===== config.mk =====
export PLATFORM = sky130hd
export DESIGN_NAME = fifo_pkt_drain
export DESIGN_NICKNAME = d
export VERILOG_FILES = /design/src/rtl/fifo_pkt_drain.sv
export SDC_FILE = /design/constraint.sdc
export NUM_CORES = 1
export LEC_CHECK = 0
export ABC_AREA = 1
export BUFFER_PORTS_ARGS = -buffer_cell sky130_fd_sc_hd__buf_4
export CORE_ASPECT_RATIO = 0.9
export CORE_MARGIN = 1
export CORE_UTILIZATION = 45
export CTS_CLUSTER_SIZE = 16
export DETAILED_ROUTE_END_ITERATION = 7
export PLACE_DENSITY = 0.77
export SYNTH_ARGS = -nofsm -noshare
export SYNTH_HDL_FRONTEND = slang
export SYNTH_SLANG_ARGS = --single-unit

===== constraint.sdc =====
create_clock -name clk -period 3.95 [get_ports clk]
set_input_delay 0.9875 -clock clk [delete_from_list [all_inputs] [get_ports clk]]
set_output_delay 0.9875 -clock clk [all_outputs]
set_load 0.005 [all_outputs]

===== src/rtl/fifo_pkt_drain.sv =====
// Read-side packet drainer for a synchronous FIFO with registered dout.
// Waits for a full packet (or a flush of residual words) and frames it on a valid/ready stream.
module fifo_pkt_drain #(
    parameter int N       = 16,
    parameter int PKT_LEN = 8,
    parameter int CW      = 6
) (
    input  logic          clk,
    input  logic          rst,
    input  logic [CW-1:0] fifo_count,
    input  logic          fifo_empty,
    input  logic [N-1:0]  fifo_dout,
    output logic          fifo_r_en,
    output logic          fifo_vld,
    input  logic          flush,
    output logic          m_valid,
    input  logic          m_ready,
    output logic [N-1:0]  m_data,
    output logic          m_last,
    output logic          busy,
    output logic [7:0]    pkt_cnt
);
    typedef enum logic [1:0] {IDLE, STREAM, TAIL} state_t;

    localparam logic [CW-1:0] FULL_LEN = CW'(PKT_LEN);

    state_t        r_state, w_state_next;
    logic [CW-1:0] r_len, w_len_next;
    logic [CW-1:0] r_issued, w_issued_next;
    logic [CW-1:0] r_idx;
    logic          r_inflight;
    logic [1:0]    r_occ;
    logic          r_rd_ptr;
    logic          r_wr_ptr;
    logic [N-1:0]  r_buf_data [2];
    logic          r_buf_last [2];
    logic [7:0]    r_pkt_cnt;

    logic          w_push;
    logic          w_pop;
    logic          w_head_last;
    logic          w_start;
    logic [2:0]    w_committed;

    assign fifo_vld    = 1'b1;
    assign m_valid     = (r_occ != 2'd0);
    assign m_data      = r_buf_data[r_rd_ptr];
    assign w_head_last = r_buf_last[r_rd_ptr];
    assign m_last      = m_valid & w_head_last;
    assign busy        = (r_state != IDLE) | m_valid;
    assign pkt_cnt     = r_pkt_cnt;

    assign w_push = r_inflight;
    assign w_pop  = m_valid & m_ready;
    // Words already owed to the buffer after this cycle's pop; a new read needs a free slot.
    assign w_committed = {1'b0, r_occ} + {2'b00, r_inflight} - {2'b00, w_pop};

    always_comb begin
        w_state_next  = r_state;
        w_len_next    = r_len;
        w_issued_next = r_issued;
        w_start       = 1'b0;
        fifo_r_en     = 1'b0;
        case (r_state)
            IDLE: begin
                if (fifo_count >= FULL_LEN) begin
                    w_start    = 1'b1;
                    w_len_next = FULL_LEN;
                end else if (flush && (fifo_count != '0)) begin
                    w_start    = 1'b1;
                    w_len_next = fifo_count;
                end
                if (w_start) begin
                    w_state_next  = STREAM;
                    w_issued_next = '0;
                end
            end
            STREAM: begin
                if ((r_issued < r_len) && !fifo_empty && (w_committed < 3'd2)) begin
                    fifo_r_en     = 1'b1;
                    w_issued_next = r_issued + CW'(1);
                    if (w_issued_next == r_len)
                        w_state_next = TAIL;
                end
            end
            TAIL: begin
                if (w_pop && w_head_last)
                    w_state_next = IDLE;
            end
            default: w_state_next = IDLE;
        endcase
    end

    always_ff @(posedge clk) begin
        if (rst) begin
            r_state    <= IDLE;
            r_len      <= '0;
            r_issued   <= '0;
            r_idx      <= '0;
            r_inflight <= 1'b0;
            r_occ      <= 2'd0;
            r_rd_ptr   <= 1'b0;
            r_wr_ptr   <= 1'b0;
            r_pkt_cnt  <= 8'd0;
        end else begin
            r_state    <= w_state_next;
            r_len      <= w_len_next;
            r_issued   <= w_issued_next;
            r_inflight <= fifo_r_en;
            if (w_start)
                r_idx <= '0;
            else if (w_push)
                r_idx <= r_idx + CW'(1);
            if (w_push)
                r_wr_ptr <= ~r_wr_ptr;
            if (w_pop)
                r_rd_ptr <= ~r_rd_ptr;
            r_occ <= r_occ + {1'b0, w_push} - {1'b0, w_pop};
            if (w_pop && w_head_last)
                r_pkt_cnt <= r_pkt_cnt + 8'd1;
        end
    end

    always_ff @(posedge clk) begin
        if (rst) begin
            for (int i = 0; i < 2; i++) begin
                r_buf_data[i] <= '0;
                r_buf_last[i] <= 1'b0;
            end
        end else if (w_push) begin
            r_buf_data[r_wr_ptr] <= fifo_dout;
            r_buf_last[r_wr_ptr] <= (r_idx == (r_len - CW'(1)));
        end
    end

    a_no_overflow: assert property (@(posedge clk) disable iff (rst)
        !((r_occ == 2'd2) && w_push && !w_pop));
    a_occ_range: assert property (@(posedge clk) disable iff (rst) r_occ != 2'd3);

endmodule


==> out/metrics.cfg <==
[floorplanning]
num_io_pins = 56
fp.dieH_um = 84.4
start_util = 0.473
dieArea_um2 = 7900
fp.coreArea_um2 = 7180
die_w_um = 93.6
rows = 29

[setup_path]
worstSetupPathType = in2out
path_cells = buf_4 > inv_1 > nor2_4 > ha_1 > inv_1 > ha_1 > fa_1 > inv_1 > nand2_1 > nor3_2 > nand3_1 > inv_1 > buf_4
max_stage_delay_ps = 430
start_kind = primary input
crit_cells = 13
timing.critical_path.buf_inv = 6
path_delay_family = adder cells
worstPathRequired_ps = 2960
rr_worst_depth = 15
endpoint_kind = primary output
r2r-start = r_occ[1]
crit_top_cell = inv_1
critical_path.endpoint = fifo_r_en
rr_endpoint = r_issued[0]
r2r_setup_slack_ps = 1200
cp_max_fo = 5
arrival_ps = 2830
startpoint = m_ready
slowest_stage = fa_1

[detailed_routing]
wire_per_inst_um = 12.5
route.vias.total = 2639
drc_errors = 0
drtIter0Drc = 163
via_per_inst = 4.89
ant_nets = 0
drt-total-wl_um = 6730
first_pass_iters = 5

[place]
port_buffers = 54
globalplace.congestion = 0.831
dp_hpwl_um = 4800
dp_slack_ps = 61.6
dp_cells = 524
post_dp_cell_area_um2 = 3910

[sta]
period_needed_ps = 3810
tns_ps = 0
hold_viol = 0
whs_ps = 484
grt_setup_unrepaired = no
worst_slack_ps = 137
fmax_mhz = 262
worst_pin_slew_ps = 876
slew_viol_final = 0
maxSlewHeadroom = 0.415
finalSetupViolCount = 0
fin_skew_ps = 7.98
period_share = 0.965

[global_route]
antenna_found_initial = 0
grt_pass1_wl_um = 11400
grt-ovfl-total = 0
grt_max_degree = 19
grt_usage = 0.188
grt_pass1_vias = 2593

[clock_network]
cts_max_path_buffers = 2
cts_buffers = 9
cts.sinks = 68
cts_root_buffer = clkbuf_8
cts.htree.levels = 3
clk_latency_ps = 350
clk_pin_slew_worst_paths_ps = 80
cts_tree = yes
cts_setup_buffers = 0

[logic_synthesis]
synth_area_leaders = edfxtp_1 30%, dfxtp_1 20%, inv_1 6.3%
syn-num-nets = 420
yosys_warnings = 0
synth_area_per_cell_um2 = 8.94
yosysSeqAreaShare = 0.501
synth_top_area_frac = 0.301
synthFlopType = edfxtp_1
synth_area_um2 = 3400
synthArstFlopShare = 0
synth_top_area_cell = edfxtp_1
synth_cells = 380
synth_enable_flop_cells = 34
ys_types = 36
synth_seq_cells = 68

[power]
ir_drop_uv = 296
p_int_mw = 1.34
pwr-share-clk = 0.304
p_sw_uw = 602
power.static_leakage_nw = 1.83
power_frac_comb = 0.250
switching_share = 0.311
total_power_mw = 1.94
p_per_area_nw_per_um2 = 471
seqPwrFrac = 0.446

[cells_and_area]
seq_area_um2 = 1700
area_growth_pct = 21.2
layout-drive-gt1-share = 0.253
diodes = 0
fin_nets = 482
multi_input_area_um2 = 1430
layout.cells.most_common = buf_4
num-fill-cells = 644
final_core_util = 0.573
finish.instance_area_um2 = 4120
final_cell_mix = 58 x buf_4, 57 x inv_1, 56 x nor2_1
stdcell_count = 540

[hold_path]
hold_class = reg2reg

[flow_run]
drv_cap = 0

[run_status]
status = finished clean

==> area by class of cell <==
type	instances	area share
clock buffers	9	0.0301
clock inverters	7	0.0198
inverters	60	0.0547
multi-input cells	245	0.348
flip-flops and latches	68	0.413
well taps	93	0.0283
repair buffers	58	0.106
==> timing repair <==
| action | 4_1_cts | 5_1_grt |
|---|---|---|
| setup endpoints to repair | 0 | 1 |
| gates resized for setup | 0 | 1 |
| hold buffers | 0 | 0 |
==> synth_stat cells (3+ instances only) <==
cell type,instances
a21oi_1,21
buf_2,3
dfxtp_1,34
edfxtp_1,34
ha_1,12
inv_1,57
mux2_2,16
nand2_1,50
nand2_2,5
nand3_1,24
nand4_1,3
nor2_1,56
nor2_2,6
nor2_4,3
nor3_1,7
o21ai_0,14
xnor2_1,5
xor2_1,7
==> sequential cells by signal (all words and copies together) (netlist names), named ones only <==
| signal | count |
|---|---|
| r_wr_ptr | 1 |
| r_idx | 6 |
| r_rd_ptr | 1 |
| pkt_cnt | 8 |
| r_occ | 2 |
| r_buf_data | 32 |
| r_buf_last | 2 |
| r_state | 2 |
| r_len | 6 |
| r_issued | 6 |
| r_inflight | 1 |
==> power by group through the flow <==
stage | sequential, mW | clock, mW | combinational [mW]
floorplan | 0.843 | 0 | 0.331
global placement | 0.875 | 0 | 0.466
detailed placement | 0.880 | 0 | 0.481
CTS | 0.864 | 0.604 | 0.485
global route | 0.872 | 0.632 | 0.545
finish | 0.864 | 0.589 | 0.485
==> worst min path at each step <==
| stage | slack [ps] | depth (start not counted) | end | startpoint |
|---|---|---|---|---|
| floorplan | 430 | 1 | flop | r_rd_ptr |
| finish | 480 | 1 | flop | r_rd_ptr |
| CTS | 490 | 1 | flop | r_rd_ptr |
| global route | 500 | 1 | flop | r_rd_ptr |
| global placement | 440 | 1 | r_rd_ptr | r_rd_ptr |
| detailed placement | 470 | 1 | flop | r_rd_ptr |
==> metal layers <==
layer	up-vias	track usage	share of wire
met5	-	0	0
met4	0	0.0825	0.0040
met3	2	0.0534	0.053
met2	58	0.327	0.50
met1	1229	0.215	0.44
li1	1350	-	-
==> kinds of logic (layout without fill, tap and decap cells) <==
family	Yosys count	count (layout)	share of synthesized area
xor gates and xnor gates	13	13	0.0357
buffers and inverters	67	134	0.0785
other	1	1	0.00110
muxes	16	16	0.0530
and+or+nand+nor	163	163	0.219
DFF	68	68	0.501
adders and majority gates	13	13	0.0501
AOI/OAI and AO/OA	39	39	0.0615
Power figures use the tool's default switching activity.
